===== src/rtl/pkt_sequencer.sv =====
// Long-packet payload sequencer: tracks frame start/end, forwards payload beats of the
// selected virtual channel, consumes the CRC beat, and drops packets it is not forwarding.
module pkt_sequencer #(
    parameter int DATA_WIDTH = 16,
    parameter int TIMEOUT    = 255
) (
    input  logic                    rxbyteclkhs,
    input  logic                    reset,
    input  logic [23:0]             ph_in,
    input  logic                    ph_select,
    input  logic                    ecc_error,
    input  logic [DATA_WIDTH-1:0]   data_in,
    input  logic                    data_valid,
    input  logic [1:0]              vc_select,
    output logic [DATA_WIDTH-1:0]   out_stream,
    output logic                    out_valid,
    output logic [DATA_WIDTH/8-1:0] out_keep,
    output logic                    frame_active,
    output logic                    frame_valid,
    output logic                    line_valid,
    output logic                    pkt_error
);
    // state   | meaning
    // IDLE    | waiting for a packet header
    // PAYLOAD | forwarding payload beats of the selected channel
    // CRC     | consuming the trailing CRC beat of a forwarded packet
    // DROP    | consuming payload plus CRC of a skipped packet

    localparam int KW = DATA_WIDTH / 8;
    localparam int GW = $clog2(TIMEOUT + 1);
    localparam logic [GW-1:0] GAP_INIT = GW'(TIMEOUT - 1);

    typedef enum logic [1:0] {IDLE, PAYLOAD, CRC, DROP} state_t;

    state_t                  state, state_n;
    logic [15:0]             cnt, cnt_n;
    logic [GW-1:0]           gap, gap_n;
    logic                    odd, odd_n;
    logic [DATA_WIDTH-1:0]   stream_n;
    logic                    valid_n;
    logic [KW-1:0]           keep_n;
    logic                    fa_n, fv_n, lv_n, err_n;

    logic [5:0]  dt;
    logic [1:0]  vc;
    logic [15:0] wc;
    logic [15:0] half;

    assign dt   = ph_in[5:0];
    assign vc   = ph_in[7:6];
    assign wc   = ph_in[23:8];
    assign half = 16'((17'(wc) + 17'd1) >> 1);

    always_ff @(posedge rxbyteclkhs) begin
        if (reset) begin
            state        <= IDLE;
            cnt          <= '0;
            gap          <= '0;
            odd          <= 1'b0;
            out_stream   <= '0;
            out_valid    <= 1'b0;
            out_keep     <= '0;
            frame_active <= 1'b0;
            frame_valid  <= 1'b0;
            line_valid   <= 1'b0;
            pkt_error    <= 1'b0;
        end else begin
            state        <= state_n;
            cnt          <= cnt_n;
            gap          <= gap_n;
            odd          <= odd_n;
            out_stream   <= stream_n;
            out_valid    <= valid_n;
            out_keep     <= keep_n;
            frame_active <= fa_n;
            frame_valid  <= fv_n;
            line_valid   <= lv_n;
            pkt_error    <= err_n;
        end
    end

    always_comb begin
        state_n  = state;
        cnt_n    = cnt;
        gap_n    = gap;
        odd_n    = odd;
        stream_n = '0;
        valid_n  = 1'b0;
        keep_n   = '0;
        fa_n     = frame_active;
        fv_n     = frame_valid;
        lv_n     = line_valid;
        err_n    = 1'b0;

        case (state)
            IDLE: begin
                gap_n = GAP_INIT;
                lv_n  = 1'b0;
                if (ph_select) begin
                    if (ecc_error) begin
                        err_n = 1'b1;
                    end else if (dt == 6'h00) begin
                        fa_n = 1'b1;
                        if (frame_active) begin
                            err_n = 1'b1;
                            fv_n  = 1'b0;
                        end
                    end else if (dt == 6'h01) begin
                        fa_n  = 1'b0;
                        fv_n  = 1'b0;
                        err_n = !frame_active;
                    end else if (dt >= 6'h10) begin
                        odd_n = wc[0];
                        if (vc == vc_select && frame_active) begin
                            cnt_n   = half;
                            state_n = (half == 16'd0) ? CRC : PAYLOAD;
                        end else begin
                            // skipped packets also swallow their CRC beat
                            cnt_n   = half + 16'd1;
                            state_n = DROP;
                        end
                    end
                end
            end
            PAYLOAD: begin
                if (data_valid) begin
                    stream_n = data_in;
                    valid_n  = 1'b1;
                    lv_n     = 1'b1;
                    fv_n     = 1'b1;
                    cnt_n    = cnt - 16'd1;
                    keep_n   = (cnt == 16'd1 && odd) ? KW'(1) : '1;
                    if (cnt == 16'd1) state_n = CRC;
                end
            end
            CRC: begin
                lv_n = 1'b0;
                if (data_valid) state_n = IDLE;
            end
            DROP: begin
                if (data_valid) begin
                    cnt_n = cnt - 16'd1;
                    if (cnt == 16'd1) state_n = IDLE;
                end
            end
            default: state_n = IDLE;
        endcase

        // gap timer runs in every packet state; a beat reloads it
        if (state != IDLE) begin
            if (data_valid) begin
                gap_n = GAP_INIT;
            end else if (gap == '0) begin
                err_n   = 1'b1;
                lv_n    = 1'b0;
                cnt_n   = '0;
                state_n = IDLE;
            end else begin
                gap_n = gap - GW'(1);
            end
        end
    end
endmodule


===== config.mk =====
export PLATFORM = sky130hd
export DESIGN_NAME = pkt_sequencer
export DESIGN_NICKNAME = d
export VERILOG_FILES = /design/src/rtl/pkt_sequencer.sv
export SDC_FILE = /design/constraint.sdc
export NUM_CORES = 1
export LEC_CHECK = 0
export BUFFER_PORTS_ARGS = -buffer_cell sky130_fd_sc_hd__buf_2
export CORE_ASPECT_RATIO = 0.8
export CORE_MARGIN = 4
export CORE_UTILIZATION = 59
export DETAILED_ROUTE_END_ITERATION = 10
export PLACE_DENSITY = 0.86
export SLEW_MARGIN = 5
export SYNTH_ARGS = -nofsm -noshare
export SYNTH_HDL_FRONTEND = slang
export SYNTH_SLANG_ARGS = --single-unit

===== constraint.sdc =====
create_clock -name rxbyteclkhs -period 3.96 [get_ports rxbyteclkhs]
set_input_delay 0.594 -clock rxbyteclkhs [delete_from_list [all_inputs] [get_ports rxbyteclkhs]]
set_output_delay 0.594 -clock rxbyteclkhs [all_outputs]
set_load 0.005 [all_outputs]

== Word level (Yosys, flattened, before mapping) ==
Cells that the tools add are included.
W data, S select, Z words.

* Logic and storage cells: 104
* Output and inout bits: 23
* Register bits: 50
* Input bits: 47

* Multiplexer cells: 55
* Magnitude comparators: 1
* Reduce and logical (&&, ||, !) cells: 17
* Bitwise operators: 5
* Equality and inequality tests: 11
* Add/subtract/negate cells: 4

{| class="wikitable"
|+ Operators with widths
! operator !! count
|-
| $mux W16 || 10
|-
| $mux W2 || 16
|-
| $mux W8 || 4
|-
| $pmux W16 S2 || 1
|-
| $mux W1 || 21
|-
| $add A16 B1 Y17 const B || 1
|-
| $add A16 B1 Y16 const B || 1
|-
| $eq A16 B1 Y1 const B || 1
|-
| $logic_not A16 Y1 || 1
|-
| $sub A16 B1 Y16 const B || 1
|-
| $reduce_and A6 Y1 || 2
|-
| $logic_not A8 Y1 || 1
|-
| $pmux W2 S4 || 1
|-
| $sub A8 B1 Y8 const B || 1
|-
| $eq A6 B1 Y1 const B || 1
|-
| $ge A6 B5 Y1 const B || 1
|-
| $logic_not A6 Y1 || 1
|-
| $ne A2 B2 Y1 const B || 3
|-
| $ne A3 B3 Y1 const B || 2
|-
| $reduce_bool A2 Y1 || 3
|-
| $reduce_or A2 Y1 || 3
|-
| $not A1 Y1 || 5
|-
| $eq A2 B2 Y1 const B || 2
|-
| $pmux W1 S2 || 2
|-
| 7 further kinds || 8
|}

== Depth between registers and ports, before layout ==
Gate-level depths: netlist of run 1.

* Depth in word-level cells: 13
* Gate-level depth with buffers: 11
* Mapped depth without buffers: 9

== Worst setup path after synthesis of run 1 ==
No wires, ideal clock.

* Path kind: input port to flip-flop
* Start: input ph_in[8]
* End: register cnt[8]
* Required time: 3.886 ns
* Slack: 1.390 ns
* Arrival time: 2.496 ns
* Buffers on the path: 2
* Setup time: 0.074 ns
* Stages on the path: 10
* Cells stage by stage: ha_1 buf_2 xnor2_1 inv_1 ha_1 o211ai_1 or2_1 clkbuf_1 or4_1 a31oi_1

* Word-level cells in the longest chain between the ends: 12

{| class="wikitable"
|+ RTL lines
! item !! line !! text
|-
| start, declared || 9 || <nowiki>input logic [23:0] ph_in,</nowiki>
|-
| $add A16 B1 Y17 * || 52 || <nowiki>assign half = 16'((17'(wc) + 17'd1) >> 1);</nowiki>
|-
| $add A16 B1 Y16 || 119 || <nowiki>cnt_n = half + 16'd1;</nowiki>
|-
| $mux W16 * || 114 || <nowiki>if (vc == vc_select && frame_active) begin</nowiki>
|-
| $mux W16 * || 112 || <nowiki>end else if (dt >= 6'h10) begin</nowiki>
|-
| $mux W16 * || 108 || <nowiki>end else if (dt == 6'h01) begin</nowiki>
|-
| $mux W16 * || 102 || <nowiki>end else if (dt == 6'h00) begin</nowiki>
|-
| $mux W16 * || 100 || <nowiki>if (ecc_error) begin</nowiki>
|-
| $mux W16 * || 99 || <nowiki>if (ph_select) begin</nowiki>
|-
| $pmux W16 S2 * || 95 || <nowiki>case (state)</nowiki>
|-
| $mux W16 || 153 || <nowiki>end else if (gap == '0) begin</nowiki>
|-
| $mux W16 || 151 || <nowiki>if (data_valid) begin</nowiki>
|-
| $mux W16 * || 150 || <nowiki>if (state != IDLE) begin</nowiki>
|-
| end signal, assigned || 69 || <nowiki>cnt <= cnt_n;</nowiki>
|-
| end, declared || 36 || <nowiki>logic [15:0] cnt, cnt_n;</nowiki>
|}

Mark *: on every way between the ends. The rest lies on a longest branch, timed or not.
A chain may end at the register's enable or synchronous reset.

== Final worst setup path of run 1 ==
* Start: input ph_in[8]
* End: register state[0]

* Word-level cells in the longest chain between the ends: 13

{| class="wikitable"
|+ RTL lines
! item !! line !! text
|-
| $add A16 B1 Y17 * || 52 ||
|-
| $logic_not A16 Y1 * || 116 || <nowiki>state_n = (half == 16'd0) ? CRC : PAYLOAD;</nowiki>
|-
| $mux W2 * || 116 ||
|-
| $mux W2 * || 114 ||
|-
| $mux W2 * || 112 ||
|-
| $mux W2 * || 108 ||
|-
| $mux W2 * || 102 ||
|-
| $mux W2 * || 100 ||
|-
| $mux W2 * || 99 ||
|-
| $pmux W2 S4 * || 95 ||
|-
| $mux W2 || 153 ||
|-
| $mux W2 || 151 ||
|-
| $mux W2 * || 150 ||
|-
| end signal, assigned || 68 || <nowiki>state <= state_n;</nowiki>
|-
| end, declared || 35 || <nowiki>state_t state, state_n;</nowiki>
|}

Marks and branches as above.

==> flow_metrics.py, run 1 <==
metrics = {
    "run_status": {
        "status": "completed",
    },
    "synthesis": {
        "synthSimpleGateAreaFrac_pct": 32.1,
        "synth_edf_count": 0,
        "yosys.area_share.xor_xnor_pct": 10.0,
        "syn_inst": 408,
        "synth_compound_area_share_pct": 18.3,
        "synth_ff_type": "dfxtp_1",
        "async_flop_share_pct": 0,
        "synth_area_leaders": "dfxtp_1 (31%), xnor2_1 (7.6%), nand2_1 (4.3%)",
        "syn_nets": 461,
        "synth.mux.area_fraction_pct": 2.01,
        "ys_seq_area_share_pct": 30.9,
        "syn_area_um2": 3240,
        "synth_top_area_cell": "dfxtp_1",
        "synth_top_area_share_pct": 30.9,
        "ys_ff_latch": 50,
        "synthAdderAreaFrac_pct": 2.32,
        "ys_warn_count": 0,
        "synth.most_common_cell": "dfxtp_1",
        "synth.distinct_cells": 63,
        "synth_commonest_cells": "dfxtp_1 (50), nand2_1 (37), nor2_1 (35)",
        "syn_area_per_cell_um2": 7.93,
        "synth_top_family_by_area": "simple AND/OR/NAND/NOR gates",
    },
    "grt": {
        "grt_pass1_vias": 2924,
        "antenna_found_initial": 0,
        "gr-total-overflow": 0,
        "grt_max_degree": 19,
        "track_usage_pct": 24.9,
        "grt_pass1_wl_um": 13800,
    },
    "drt": {
        "wl_per_cell_um": 16.6,
        "routed_wl_um": 8720,
        "vias_per_cell": 6.22,
        "drc": 0,
        "drt-pass1-iter-count": 5,
        "num_vias": 3270,
        "drt-initial-drc-count": 368,
        "ant_nets": 0,
    },
    "floorplanning": {
        "num_io_pins": 70,
        "initial_core_util_pct": 62.8,
        "die_w_um": 90.8,
        "core.rowCount": 23,
        "core_region_area_um2": 5150,
        "die_h_um": 74.2,
        "die_area_um2": 6740,
    },
    "power": {
        "p_per_area_nw_per_um2": 341,
        "p_leak_nw": 1.49,
        "ir_drop_mv": 0.196,
    },
    "timing": {
        "skew_ns": 0.00682,
        "period_share_pct": 72.3,
        "rsz0062_at_grt": "no",
        "worst_pin_slew_ns": 0.854,
        "hold_viol": 0,
        "setup_viol": 0,
        "period_minus_slack_ns": 2.86,
        "fin_worst_hold_slack_ns": 0.458,
        "clock.fmax_ghz": 0.349,
        "setup-tns-final_ns": 0,
        "slew_violations": 0,
        "max-slew-margin-rel_pct": 42.9,
    },
    "setup_path": {
        "r2r_cells": 8,
        "cp-start-kind": "input pin",
        "critPathMaxFanout": 16,
        "cp.arrival_ns": 3.06,
        "cp-end-kind": "flop",
        "rr_endpoint": "cnt[15]",
        "r2r-start": "gap[0]",
        "setup.worst_path.class": "in2reg",
        "regToRegSetupSlack_ns": 1.31,
        "worstPathRequired_ns": 4.16,
    },
    "hold_path": {
        "min_path_cells": 1,
        "worstHoldPathType": "reg2reg",
        "worstHoldStart": "odd",
        "hold_end": "out_keep[1]",
    },
    "clocking": {
        "clock_latency_ns": 0.31,
        "htreeDepth": 2,
        "post_cts_buffers": 0,
        "cts_tree": "yes",
        "cts_resized": 0,
        "cts_buffers": 5,
        "clk_pin_slew_ns": 0.09,
        "cts_buffer_depth": 2,
        "postCtsHoldBufs": 0,
        "cts.sinks": 50,
        "cts_root_buf": "clkbuf_8",
    },
    "finish": {
        "drive_gt1_share_pct": 18.8,
        "n_fill_cell": 404,
        "nets": 516,
        "final_cell_area_um2": 3700,
        "syn2layout_area_growth_pct": 14.4,
        "n_antenna_cell": 0,
    },
    "place": {
        "place.gp.congestion": 0.899,
        "port-buffer-count": 69,
        "post-dp-hpwl_um": 6510,
        "place_area_um2": 3560,
    },
    "flow_run": {
        "cap_violations": 0,
    },
}
[area by class of cell]
| class | count | area, um2 | share of cell area, % |
|---|---|---|---|
| flip-flops and latches | 50 | 1000 | 27.0 |
| multi-input cells | 327 | 2090 | 56.6 |
| clock buffers | 6 | 82.6 | 2.23 |
| well taps | 62 | 77.6 | 2.10 |
| clock inverters | 2 | 60.1 | 1.62 |
| repair buffers | 70 | 353 | 9.53 |
| inverters | 9 | 33.8 | 0.912 |
[layout by cell type, fill, tap and decap left out, drive strengths merged, types with 3 or more instances in the layout]
cell / Yosys / final
buf: 11 / 70
a31oi: 8 / 8
a21oi: 24 / 24
nor4: 6 / 6
or3: 5 / 5
nor3: 17 / 17
o22ai: 6 / 6
nand2b: 3 / 3
nor2: 36 / 36
inv: 9 / 9
nand3: 13 / 13
nand2: 37 / 37
clkbuf: 11 / 6
and2: 21 / 21
mux2: 4 / 4
o21ai: 21 / 21
or4: 4 / 4
o211ai: 8 / 8
dfxtp: 50 / 50
nor3b: 4 / 4
ha: 6 / 6
nand3b: 5 / 5
and3: 7 / 7
nand4: 10 / 10
nand4b: 4 / 4
a211oi: 7 / 7
xor2: 9 / 9
xnor2: 28 / 28
[per-layer routing]
| metal | share of wire, % | vias to the layer above | global-route usage [%] |
|---|---|---|---|
| met3 | 6.3 | 21 | 4.65 |
| met2 | 48 | 143 | 41.9 |
| met1 | 44 | 1524 | 32.8 |
| met4 | 1.8 | 0 | 8.53 |
| li1 | - | 1582 | - |
| met5 | 0 | - | 0 |
[per-stage QoR]
step	setup WS, ns	std cells	utilization [%]	power [mW]
2_1_floorplan	1.39	408	-	0.745
3_3_place_gp	1.03	518	69.1	0.812
3_5_place_dp	0.919	518	69.1	0.823
4_1_cts	1.14	526	71.9	1.26
5_1_grt	0.965	526	71.9	1.31
6_report	1.10	526	71.9	1.26
[where the power goes]
| group | internal (mW) | switching (mW) |
|---|---|---|
| sequential | 0.529 | 0.0272 |
| clock | 0.269 | 0.170 |
| combinational | 0.106 | 0.162 |
[logic make-up (layout without fill, tap and decap cells)]
family | Yosys count | in the layout
muxes | 6 | 6
DFF | 50 | 50
buffers and inverters | 31 | 87
AOI/OAI and AO/OA | 94 | 94
and+or+nand+nor | 184 | 184
adders and majority gates | 6 | 6
xor gates and xnor gates | 37 | 37
[worst max-delay path, stage by stage]
cell	delay, ns
buf_2	0.17
ha_1	0.55
nand3_2	0.24
nor4_1	0.34
xnor2_1	0.24
nand3_1	0.12
nor4b_1	0.49
nand4_1	0.16
o211a_1	0.17
[how the worst max path moves through the flow]
stage	start	endpoint	slack, ns	depth (start not counted)
after global routing	ph_in[8]	state[0]	0.96	9
after CTS	ph_in[8]	state[0]	1.14	9
after floorplan	ph_in[8]	cnt[8]	1.39	10
after global placement	ph_in[8]	cnt[14]	1.03	9
final	ph_in[8]	state[0]	1.10	9
after detailed placement	ph_in[8]	cnt[14]	0.92	9
[registers in the layout, summed over array words and instances (netlist names), 2 cells and up]
register / cells
cnt: 16
gap: 8
out_keep: 2
out_stream: 16
state: 2
No activity file was read; power rests on OpenSTA's default activity.
==> inputs of run 2 (changes only) <==
--- a/config.mk
+++ b/config.mk
@@ -8,9 +8,9 @@
 export BUFFER_PORTS_ARGS = -buffer_cell sky130_fd_sc_hd__buf_2
 export CORE_ASPECT_RATIO = 0.8
 export CORE_MARGIN = 4
-export CORE_UTILIZATION = 59
+export CORE_UTILIZATION = 50
 export DETAILED_ROUTE_END_ITERATION = 10
-export PLACE_DENSITY = 0.86
+export PLACE_DENSITY = 0.77
 export SLEW_MARGIN = 5
 export SYNTH_ARGS = -nofsm -noshare
 export SYNTH_HDL_FRONTEND = slang
==> constraint.sdc (replaced) <==
create_clock -name rxbyteclkhs -period 2.6 [get_ports rxbyteclkhs]
set_input_delay 0.39 -clock rxbyteclkhs [delete_from_list [all_inputs] [get_ports rxbyteclkhs]]
set_output_delay 0.39 -clock rxbyteclkhs [all_outputs]
set_load 0.005 [all_outputs]
==> flow_metrics.py, run 2 (synthesized netlist as in run 1, its figures left out) <==
metrics = {
    "run_status": {
        "status": "completed",
    },
    "timing": {
        "worst_slack_ns": 0.260,
        "rsz0062_at_grt": "no",
        "worst_pin_slew_ns": 0.867,
        "max-slew-margin-rel_pct": 42.0,
        "clock.fmax_ghz": 0.427,
        "fin_worst_hold_slack_ns": 0.290,
        "period_share_pct": 90.0,
        "period_minus_slack_ns": 2.34,
        "slew_violations": 0,
        "setup-tns-final_ns": 0,
        "setup_viol": 0,
        "hold_viol": 0,
        "skew_ns": 0.00522,
    },
    "grt": {
        "grt_pass1_vias": 3021,
        "track_usage_pct": 22.1,
        "gr-total-overflow": 0,
        "antenna_found_initial": 0,
        "grt_pass1_wl_um": 14500,
        "grt_max_degree": 19,
    },
    "place": {
        "post-dp-hpwl_um": 6750,
        "dpl.cell_count": 552,
        "place_area_um2": 3710,
        "place.gp.congestion": 0.925,
        "place_ws_ns": 0.0922,
        "port-buffer-count": 69,
    },
    "finish": {
        "syn2layout_area_growth_pct": 18.1,
        "final_cell_area_um2": 3820,
        "fin_util_pct": 62.6,
        "mostFrequentLayoutCells": "buf_2 (69), dfxtp_1 (50), nand2_1 (37), nor2_1 (35), xnor2_1 (28)",
        "layout_commonest_cell": "buf_2",
        "n_fill_cell": 550,
        "nets": 531,
        "biggestRegsByFlops": "cnt (16), out_stream (16), gap (8)",
        "drive_gt1_share_pct": 21.1,
        "n_antenna_cell": 0,
        "fin_cells": 559,
    },
    "clocking": {
        "clk_pin_slew_ns": 0.09,
        "postCtsHoldBufs": 0,
        "cts_root_buf": "clkbuf_8",
        "cts_buffers": 5,
        "cts_tree": "yes",
        "cts_buffer_depth": 2,
        "cts_resized": 0,
        "clock_latency_ns": 0.29,
        "post_cts_buffers": 0,
        "cts.sinks": 50,
        "htreeDepth": 2,
    },
    "drt": {
        "drt-pass1-iter-count": 5,
        "drt-initial-drc-count": 398,
        "routed_wl_um": 8700,
        "wl_per_cell_um": 15.6,
        "drc": 0,
        "ant_nets": 0,
        "vias_per_cell": 5.91,
        "num_vias": 3301,
    },
    "power": {
        "ir_drop_mv": 0.369,
        "p_per_area_nw_per_um2": 477,
        "design_power_total_mw": 1.82,
        "p_leak_nw": 1.56,
    },
    "setup_path": {
        "setup.worst_path.class": "reg2reg",
        "worstPathRequired_ns": 2.82,
        "cp.arrival_ns": 2.56,
        "cp-start-kind": "flop",
        "critPathMaxFanout": 12,
        "cp-end-kind": "flop",
    },
    "floorplanning": {
        "die_area_um2": 7830,
        "die_w_um": 97.9,
        "num_io_pins": 70,
        "core_region_area_um2": 6100,
        "die_h_um": 80.0,
        "initial_core_util_pct": 53.0,
        "core.rowCount": 25,
    },
    "hold_path": {
        "worstHoldPathType": "in2reg",
    },
    "flow_run": {
        "cap_violations": 0,
    },
}
run 2: cell count changes in the layout (fill, tap and decap cells not counted):
cell,delta
buf_12,+1
bufinv_16,-1
buf_4,+14
run 2: power by group:
group          total [mW]  switching [mW]  internal, mW
clock               0.549           0.241         0.308
combinational       0.429           0.247         0.182
sequential          0.844          0.0390         0.805
run 2: final cells by class:
type / count / area (um2) / area share [%]
Multi-Input combinational cell: 327 / 2090 / 54.8
Sequential cell: 50 / 1000 / 26.2
Timing Repair Buffer: 85 / 478 / 12.5
Tap cell: 81 / 101 / 2.65
Clock buffer: 6 / 82.6 / 2.16
Inverter: 9 / 33.8 / 0.884
Clock inverter: 1 / 30.0 / 0.786
run 2: critical path, stage by stage, from the launching register on:
cell     delay [ns]
dfxtp_1        0.41
buf_4          0.21
inv_1          0.18
nand2_1        0.21
nor2_1         0.72
nand2_1        0.29
o22ai_1        0.24
run 2: worst paths after layout:
| kind | from | endpoint | slack (ns) | cells past startpoint |
|---|---|---|---|---|
| max | state[0] | cnt[14] | 0.26 | 6 |
| min | data_in[0] | out_stream[0] | 0.29 | 2 |
| max reg2reg | state[0] | cnt[14] | 0.26 | 6 |
| min reg2reg | odd | out_keep[1] | 0.49 | 1 |
run 2: routing by layer:
| metal | share of wire [%] | vias to the layer above | track usage (%) |
|---|---|---|---|
| li1 | - | 1620 | - |
| met1 | 45 | 1536 | 31.2 |
| met2 | 47 | 141 | 36.1 |
| met3 | 7.5 | 4 | 3.93 |
| met4 | 0.39 | 0 | 3.32 |
| met5 | 0 | - | 0 |
==> inputs of run 3 (changes only) <==
--- a/config.mk
+++ b/config.mk
@@ -11,6 +11,7 @@
 export CORE_UTILIZATION = 50
 export DETAILED_ROUTE_END_ITERATION = 10
 export PLACE_DENSITY = 0.77
+export RECOVER_POWER = 100
 export SLEW_MARGIN = 5
 export SYNTH_ARGS = -nofsm -noshare
 export SYNTH_HDL_FRONTEND = slang
==> flow_metrics.py, run 3 (synthesized netlist as in run 1, its figures left out) <==
metrics = {
    "setup_path": {
        "cp-end-kind": "flop",
        "crit_chain": "buf_4 > inv_1 > nand2_1 > nor2_1 > nand2_1 > o22ai_1",
        "rr_endpoint": "cnt[14]",
        "slowest_delay_ns": 0.72,
        "critPathMaxFanout": 12,
        "cp.arrival_ns": 2.54,
        "cp-endpoint": "cnt[14]",
        "worstPathRequired_ns": 2.82,
        "cp_common_cell": "nand2_1",
        "setup.worst_path.class": "reg2reg",
        "crit_buf_inv": 2,
        "r2r_cells": 6,
        "cp-start-kind": "flop",
        "critPathLaunch": "state[0]",
        "crit_family": "simple AND/OR/NAND/NOR gates",
        "r2r-start": "state[0]",
        "regToRegSetupSlack_ns": 0.28,
        "cp.depth": 6,
        "critPathSlowestCell": "nor2_1",
    },
    "finish": {
        "mostFrequentLayoutCells": "dfxtp_1 (50), buf_2 (50), nand2_1 (37), nor2_1 (35), xnor2_1 (28)",
        "drive_gt1_share_pct": 15.9,
        "nets": 531,
        "final_cell_area_um2": 3770,
        "syn2layout_area_growth_pct": 16.6,
        "fin_util_pct": 61.8,
        "n_antenna_cell": 0,
        "biggestRegsByFlops": "cnt (16), out_stream (16), gap (8)",
    },
    "drt": {
        "drc": 0,
        "wl_per_cell_um": 15.5,
        "drt-initial-drc-count": 408,
        "vias_per_cell": 5.87,
        "ant_nets": 0,
        "routed_wl_um": 8670,
        "drt-pass1-iter-count": 5,
        "num_vias": 3284,
    },
    "hold_path": {
        "worstHoldPathType": "in2reg",
        "min_path_cells": 2,
        "worstHoldStart": "data_in[0]",
    },
    "power": {
        "power.switching_uw": 528,
        "design_power_total_mw": 1.82,
        "p_leak_nw": 1.45,
        "ir_drop_mv": 0.372,
        "power_frac_comb_pct": 23.2,
        "switching_share_pct": 29.1,
        "clkPwrFrac_pct": 30.3,
        "internal_power_mw": 1.29,
        "p_per_area_nw_per_um2": 482,
        "seq_power_share_pct": 46.5,
    },
    "grt": {
        "grt_max_degree": 19,
        "grt_pass1_wl_um": 14500,
        "antenna_found_initial": 0,
        "use_met2_pct": 36.1,
        "grt_pass1_vias": 3021,
        "track_usage_pct": 22.1,
        "gr-total-overflow": 0,
        "top_usage_layer": "met2",
        "use_met3_pct": 3.93,
        "use_met1_pct": 31.2,
    },
    "timing": {
        "period_share_pct": 89.2,
        "rsz0062_at_grt": "no",
        "clock.fmax_ghz": 0.431,
        "max-slew-margin-rel_pct": 42.0,
        "worst_pin_slew_ns": 0.866,
        "hold_viol": 0,
        "setup_viol": 0,
        "skew_ns": 0.00696,
        "fin_worst_hold_slack_ns": 0.290,
        "period_minus_slack_ns": 2.32,
        "setup-tns-final_ns": 0,
        "slew_violations": 0,
    },
    "clocking": {
        "cts_resized": 0,
        "postCtsHoldBufs": 0,
        "clock_latency_ns": 0.29,
        "cts_buffers": 5,
        "htreeDepth": 2,
        "cts_root_buf": "clkbuf_8",
        "cts_tree": "yes",
        "cts_buffer_depth": 2,
        "clk_pin_slew_ns": 0.09,
        "post_cts_buffers": 0,
        "cts.sinks": 50,
    },
    "floorplanning": {
        "die_area_um2": 7830,
        "initial_core_util_pct": 53.0,
        "num_io_pins": 70,
        "core.rowCount": 25,
        "die_h_um": 80.0,
        "core_region_area_um2": 6100,
        "die_w_um": 97.9,
    },
    "place": {
        "post-dp-hpwl_um": 6750,
        "place_area_um2": 3710,
        "place.gp.congestion": 0.925,
        "port-buffer-count": 69,
    },
    "run_status": {
        "status": "completed",
    },
    "flow_run": {
        "cap_violations": 0,
    },
}
## run 3: cell types whose count changed in the layout (fill, tap and decap cells not counted), sizes merged
cell / before / now
buf: 85 / 60
clkbuf: 6 / 31
## run 3: routing by layer
layer	routed length, um	vias up
li1	-	1623
met1	3900	1525
met2	4100	129
met3	647	7
met4	26	0
met5	0	-
## run 3: power groups by stage
stage	combinational, mW	clock [mW]	sequential, mW
5_1_grt	0.471	0.597	0.850
3_5_place_dp	0.417	0	0.860
3_3_place_gp	0.408	0	0.858
6_report	0.423	0.551	0.845
4_1_cts	0.421	0.559	0.843
2_1_floorplan	0.286	0	0.850
## run 3: worst min path at each step
stage | to | slack (ns)
6_report | out_stream[0] | 0.29
5_1_grt | out_stream[4] | 0.28
4_1_cts | out_stream[4] | 0.29
3_5_place_dp | out_keep[1] | 0.44
3_3_place_gp | out_keep[1] | 0.43
2_1_floorplan | out_keep[1] | 0.42
## run 3: layout make-up
class	instances	area, um2
inverters	9	33.8
multi-input cells	327	2090
flip-flops and latches	50	1000
clock buffers	6	82.6
fillers	564	2330
well taps	81	101
clock inverters	1	30.0
repair buffers	85	433
## run 3: metrics by stage
step / worst slack [ns] / std cells
2_1_floorplan: 0.234 / 408
3_3_place_gp: 0.143 / 552
3_5_place_dp: 0.0922 / 552
4_1_cts: 0.314 / 559
5_1_grt: 0.0691 / 559
6_report: 0.281 / 559
